$ cat src/rtl/seq_mult_pkg.sv
// Shared types and helpers for the sequential shift-add multiplier.
package seq_mult_pkg;

    typedef enum logic [1:0] {
        IDLE = 2'd0,
        BUSY = 2'd1,
        DONE = 2'd2
    } state_t;

    // Step counter must hold 0..width inclusive.
    function automatic int cnt_width(input int width);
        return $clog2(width + 1);
    endfunction

endpackage

$ cat src/rtl/seq_mult.sv
// Radix-2 sequential multiplier: signed operands are reduced to magnitudes on
// acceptance, multiplied by shift-add, and the sign is restored at the end.
module seq_mult
    import seq_mult_pkg::*;
#(
    parameter int WIDTH = 4
) (
    input  logic               clk,
    input  logic               rst_n,
    input  logic [WIDTH-1:0]   ina,
    input  logic [WIDTH-1:0]   inb,
    input  logic               signed_mode,
    input  logic               in_valid,
    output logic               in_ready,
    output logic [2*WIDTH-1:0] outd,
    output logic               out_valid,
    input  logic               out_ready
);

    localparam int CW = cnt_width(WIDTH);
    localparam int PW = 2 * WIDTH;

    state_t          state_q, state_d;
    logic [WIDTH-1:0] mcand_q, mcand_d;
    logic [WIDTH-1:0] mplier_q, mplier_d;
    logic            neg_q, neg_d;
    logic [PW-1:0]   acc_q, acc_d;
    logic [CW-1:0]   step_q, step_d;
    logic [PW-1:0]   outd_q, outd_d;
    logic            out_valid_q, out_valid_d;
    logic            in_ready_q, in_ready_d;

    logic [WIDTH-1:0] mplier_sh;
    logic [PW-1:0]    addend;
    logic [PW-1:0]    sum;

    always_comb begin
        // NOTE: every variable gets its hold value first so no path leaves it unassigned (no latches).
        state_d     = state_q;
        mcand_d     = mcand_q;
        mplier_d    = mplier_q;
        neg_d       = neg_q;
        acc_d       = acc_q;
        step_d      = step_q;
        outd_d      = outd_q;
        out_valid_d = out_valid_q;
        in_ready_d  = in_ready_q;

        mplier_sh = mplier_q >> step_q;
        addend    = {{WIDTH{1'b0}}, mcand_q} << step_q;
        sum       = acc_q + addend;

        case (state_q)
            IDLE: begin
                if (in_valid) begin
                    // Negating -2^(WIDTH-1) in WIDTH bits yields 2^(WIDTH-1), exact as unsigned.
                    mcand_d    = (signed_mode && ina[WIDTH-1]) ? -ina : ina;
                    mplier_d   = (signed_mode && inb[WIDTH-1]) ? -inb : inb;
                    neg_d      = signed_mode & (ina[WIDTH-1] ^ inb[WIDTH-1]);
                    acc_d      = '0;
                    step_d     = '0;
                    in_ready_d = 1'b0;
                    state_d    = BUSY;
                end
            end
            BUSY: begin
                if (step_q == CW'(WIDTH)) begin
                    // Final cycle: sign restoration and product register load.
                    outd_d      = neg_q ? -acc_q : acc_q;
                    out_valid_d = 1'b1;
                    state_d     = DONE;
                end else begin
                    if (mplier_sh[0]) begin
                        acc_d = sum;
                    end
                    step_d = step_q + CW'(1);
                end
            end
            DONE: begin
                if (out_ready) begin
                    out_valid_d = 1'b0;
                    in_ready_d  = 1'b1;
                    state_d     = IDLE;
                end
            end
            default: begin
                out_valid_d = 1'b0;
                in_ready_d  = 1'b1;
                state_d     = IDLE;
            end
        endcase
    end

    // NOTE: all registers, datapath included, are reset so an aborted operation leaves no trace.
    always_ff @(posedge clk or negedge rst_n) begin
        if (!rst_n) begin
            state_q     <= IDLE;
            mcand_q     <= '0;
            mplier_q    <= '0;
            neg_q       <= 1'b0;
            acc_q       <= '0;
            step_q      <= '0;
            outd_q      <= '0;
            out_valid_q <= 1'b0;
            in_ready_q  <= 1'b1;
        end else begin
            // NOTE: non-blocking assignments so all flops update from the same pre-edge values.
            state_q     <= state_d;
            mcand_q     <= mcand_d;
            mplier_q    <= mplier_d;
            neg_q       <= neg_d;
            acc_q       <= acc_d;
            step_q      <= step_d;
            outd_q      <= outd_d;
            out_valid_q <= out_valid_d;
            in_ready_q  <= in_ready_d;
        end
    end

    assign in_ready  = in_ready_q;
    assign out_valid = out_valid_q;
    assign outd      = outd_q;

endmodule

$ cat config.mk
export PLATFORM = sky130hd
export DESIGN_NAME = seq_mult
export DESIGN_NICKNAME = d
export VERILOG_FILES = /design/src/rtl/seq_mult_pkg.sv /design/src/rtl/seq_mult.sv
export SDC_FILE = /design/constraint.sdc
export NUM_CORES = 1
export LEC_CHECK = 0
export ABC_CLOCK_PERIOD_IN_PS = 2300
export BUFFER_PORTS_ARGS = -buffer_cell sky130_fd_sc_hd__clkbuf_2
export CAP_MARGIN = 25
export CORE_MARGIN = 3
export CORE_UTILIZATION = 45
export CTS_CLUSTER_SIZE = 16
export DETAILED_ROUTE_END_ITERATION = 16
export GPL_TIMING_DRIVEN = 0
export PLACE_DENSITY = 0.67
export SYNTH_ARGS = -nofsm -noshare
export SYNTH_HDL_FRONTEND = slang
export SYNTH_SLANG_ARGS = --single-unit
$ cat constraint.sdc
create_clock -name clk -period 2.3 [get_ports clk]
set_input_delay 0.115 -clock clk [delete_from_list [all_inputs] [get_ports clk]]
set_output_delay 0.115 -clock clk [all_outputs]
set_load 0.005 [all_outputs]
* After elaboration in Yosys (flattened, before gate mapping) *
Index checks and enable logic that the tools add are counted.

cells by class
  $add $sub $neg = 5
  multiply operators = 0
  divide/modulo/power cells = 0
  $lt $le $gt $ge = 0
  eq/ne operators = 8
  shift-type cells = 2
  muxes and demuxes = 20
  bitwise logic cells = 4
  reductions and logical operators = 11

operators with widths
  cell                                                                    number
  8-bit 2-to-1 mux                                                        4
  8-bit one-hot mux with 2 select lines                                   1
  3-bit AND reduction                                                     4
  2-bit != test (second input constant)                                   5
  8-bit adder                                                             1
  4-bit 2-to-1 mux                                                        2
  4-bit negator                                                           2
  8-bit negator                                                           1
  4-bit by 3-bit left shift with 8-bit output                             1
  2-bit 2-to-1 mux                                                        3
  3-bit 2-to-1 mux                                                        2
  1-bit one-hot mux with 3 select lines                                   2
  2-bit one-hot mux with 3 select lines                                   1
  3-bit one-hot mux with 2 select lines                                   1
  1-bit 2-to-1 mux                                                        4
  2-bit AND reduction                                                     2
  4-bit AND reduction                                                     1
  4-bit by 3-bit >> shifter with 1-bit output                             1
  3-bit by 1-bit adder with 3-bit output (second input constant)          1
  3-bit equality test (second input constant)                             1
  2-bit by 1-bit equality test with 1-bit output (second input constant)  1
  2-bit equality test (second input constant)                             1
  1-bit logical AND                                                       2
  2-bit zero test                                                         1
  other kinds (4)                                                         5

word-level totals
  bits in registers = 32
  bits in latches = 0
  RAM bits = 0
  bits in read-only memories = 0
  input port bits = 13
  output and inout port bits = 10
  word-level logic and storage cells = 59
  memories kept = 0

* Longest topological paths before layout *
  word-level depth = 5
  gate-level depth with buffers = 10
  depth with buffers taken out = 9

* Least setup slack after synthesis *
OpenSTA, ideal clock, no wires.

  kind = reg2reg
  start point = register step_q[0]
  end point = register acc_q[5]
  setup time = 0.087 ns
  data arrival time = 2.278 ns
  data required time = 2.213 ns
  setup slack = -0.065 ns
  cell stages (with the launch flop) = 9
  buffers on the path = 1
  clock period less this slack = 2.365 ns
  cells stage by stage = dfrtp_1 > buf_6 > mux4_1 > nor2b_1 > ha_1 > o21ai_0 > or2_2 > a2111o_1 > o211ai_1

on the way
  cells in the longest elaborated chain, start to end = 5
  elaborated cells on any way between the ends = 10
  classes of those cells = 1 x add/sub; 3 x eq/ne; 2 x shift; 3 x mux; 1 x reduce/logical

RTL lines
  item                                         line             RTL
  start, declared                              seq_mult.sv:28   logic [CW-1:0] step_q, step_d;
  start signal, assigned                       seq_mult.sv:113  step_q <= step_d;
  4-bit by 3-bit left shift with 8-bit output  seq_mult.sv:50   addend = {{WIDTH{1'b0}}, mcand_q} << step_q;
  8-bit adder                                  seq_mult.sv:51   sum = acc_q + addend;
  8-bit 2-to-1 mux                             seq_mult.sv:73   if (mplier_sh[0]) begin
  8-bit 2-to-1 mux                             seq_mult.sv:67   if (step_q == CW'(WIDTH)) begin
  8-bit one-hot mux with 2 select lines        seq_mult.sv:53   case (state_q)
  end signal, assigned                         seq_mult.sv:101  acc_q <= '0;
  end signal, assigned                         seq_mult.sv:112  acc_q <= acc_d;
  end, declared                                seq_mult.sv:27   logic [PW-1:0] acc_q, acc_d;

Parallel ways exist; a longest one is shown, timed or not. The select of a mux whose other input is x is not followed.
A chain may end at the register's enable or synchronous reset.

* Final worst setup path *
Ends and elaborated chain as after synthesis.

==> metrics.txt <==
outcome finished clean; Num CTS Buffers 5; clock latency on the worst-skew pair roughly 290 ps; crit-path max FO 6; post-place setup slack -190 ps; reg-to-reg endpoint acc_q[5]; sequential power share 0.311; Crit path buffers/inverters 1; ant diodes 0; Cell Pwr Density between 1000 and 1500 nW/µm²; Int Pwr 1.89 mW; Crit path arrival time around 2500 ps; Clock power frac 0.138; maxcap violations 0; R2R Path Start step_q[0]; Register-to-Register Setup Slack around 37 ps; Syn. warnings 0; TritonCTS clock tree yes; Max-slew headroom 0.476; main combinational cell family by area after synthesis simple AND/OR/NAND/NOR gates; Starting Density 0.483; Routed WL roughly 4000 µm; clock sink total 32; RSZ-0062 raised after global routing yes; static leakage between 1 and 1.5 nW; fraction of layout cells with a size suffix above 1 0.236; Fin. Hold Viols 0; initial antenna violation count 0; DIE AREA 5250 µm²; pins over their slew limit 0; Comb pwr share 0.552; leading register cell type out of synthesis dfrtp_1; synth top area cells dfrtp_1, ha_1, nand2_1, o21ai_0, mux2i_1; hold path endpoint mplier_q[3]; Setup Viol. Count Final 0; Worst path max stage delay 500 ps; final core utilization 0.576; critical path class register to register; Cells on Worst Hold Path 3; Mapped Area 1990 µm²; proportion of synthesized area in mux cells 0.0598; Max VDD drop about 460 µV; Min-Delay Path Class input pin to register; R2R depth 8; detailed placement HPWL 2890 µm; Yosys cell types between 40 and 50; cell with the largest stage delay on the worst path mux4_2; vias in the first global route ~1500; FMAX ~440 MHz; Worst Slack Setup Final roughly 37 ps; Routability Congestion approximately 0.85; post-DR wirelength/cell between 10 and 15 µm; Compound-Gate Fraction of Synth Area 0.181; # IOs 23; switching part of the total 0.414; first-pass GRT wire length 6810 µm; H-Tree Depth 2; Post-Syn Area per Cell ~9.3 µm²; Worst Path Required 2500 ps; cells after synthesis ~210; skew final 8.47 ps; CP cell instances buf_6 > mux4_2 > nor2b_4 > ha_4 > o21ai_2 > or2_4 > a2111o_1 > o211ai_1; most frequent cells in the layout nand2_1, dfrtp_1, clkbuf_2; simple-gate share of the synthesized area 0.191; syn nets approximately 240; total track usage 0.169; actual slew at the worst max-slew pin roughly 790 ps; post-route minimum period approximately 2300 ps; largest net degree at the start of global routing 33; Port Buf Inserts 22; xor and xnor area share after synthesis 0.0441; CP endpoint kind register; CP Launch Type register; area grow syn2layout 19.2%; Worst Hold Launch inb[3]; Vert. Die Dim approximately 72 µm; vias ~1600; # DRC 0; Rows 23; synthesized flop and latch total 32; EDFF count, synth 0; sequential area share after synthesis 0.404; core area around 4100 µm²; Post-Synth Adder-Cell Area 0.0856; drt first pass iters 4; Post-synth ARST share 1.00; Sw Pwr 1.34 mW; Synth area leader dfrtp_1; Clock Path Buffers 2; Clock Pin Slew Worst Setup and Hold Paths 60 ps; Final period util 0.984; DR vias/cell around 5.4; WHS ~80 ps; Iter 0 DRT Violations 73; total grt overflow 0; Crit path max-delay family compound AO/OA/AOI/OAI gates; Detail Route Antenna Nets 0; Die Span X 72.5 µm; root buf cell clkbuf_8; Synth top area share 0.390; nets@finish 275; most common cell after layout, fill and taps aside nand2_1
-- area by class of cell --
cell class	count	area, µm²
buffer	5	26.3
clock buffer	8	90.1
fill	379	1750
inverter	10	37.5
multi-input combinational	165	1180
sequential	32	803
tap	50	62.6
timing repair buffer	30	173
-- synthesized netlist by cell type, drive strengths merged (2+ instances only) --
library cell,n
mux4,2
o21ai,21
nor3b,2
clkbuf,5
nand2b,4
nand2,34
a21o,2
xor2,6
a211oi,3
xnor2,4
nand3,9
mux2i,7
a21oi,9
o22ai,2
inv,10
nor3,3
o31ai,8
or2,3
ha,12
o41ai,2
nand3b,2
nor2b,4
dfrtp,31
nor2,12
o211ai,2
-- through the flow --
step                setup TNS, ps  cell area [µm²]  cells  power [mW]
floorplan                       0             1990    213        2.13
global placement             -348             2160    285        2.48
detailed placement           -358             2160    285        2.50
CTS                         -23.9             2310    299        3.08
global route                 -152             2370    300        3.54
finish                          0             2370    300        3.23
-- metal layers --
metal | track usage | routed length (µm) | up-vias
met4 | 0.0881 | 106 | 0
li1 | - | - | 834
met2 | 0.271 | 1870 | 33
met1 | 0.215 | 1820 | 744
met5 | 0 | 0 | -
met3 | 0.0360 | 192 | 10
-- how the worst max path moves through the flow --
stage                     to  slack [ps]  startpoint  depth (start not counted)
floorplan           acc_q[5]          10   step_q[0]                          8
global placement    acc_q[6]        -190   step_q[2]                          8
detailed placement  acc_q[6]        -190   step_q[2]                          8
CTS                 acc_q[5]         -10   step_q[0]                          8
global route        acc_q[5]         -60   step_q[0]                          8
finish              acc_q[5]          40   step_q[0]                          8
-- tightest hold or removal path, cell delays in order --
cell and delay [ps]:
clkbuf_2 100, nand3_1 60, nand2_1 40
-- flip-flops by register name, summed over array words and instances (netlist names) --
register	cells
acc_q	8
in_ready	1
mcand_q	4
state_q	2
out_valid	1
mplier_q	4
step_q	3
neg_q	1
outd	8
-- what timing repair did --
action,4_1_cts,5_1_grt
setup endpoints to repair,4,5
hold endpoints to repair,31,0
hold buffers,1,0
resized for setup,3,14
buffers inserted,6,1
pin swaps,1,2
-- cells by family (layout without fill, tap and decap cells) --
family | count (synthesis) | after routing
xor+xnor | 10 | 10
fa+ha+maj | 13 | 13
compound gates | 56 | 56
buf+inv | 16 | 53
mux | 9 | 9
flops | 32 | 32
simple gates | 77 | 77
-- power by group through the flow --
stage	registers (mW)	clock network (mW)	logic, mW
2_1_floorplan	0.947	0	1.18
3_3_place_gp	0.976	0	1.50
3_5_place_dp	0.983	0	1.52
4_1_cts	0.987	0.461	1.63
5_1_grt	1.04	0.482	2.02
6_report	1.00	0.445	1.78
(Power assumes the default switching activity.)
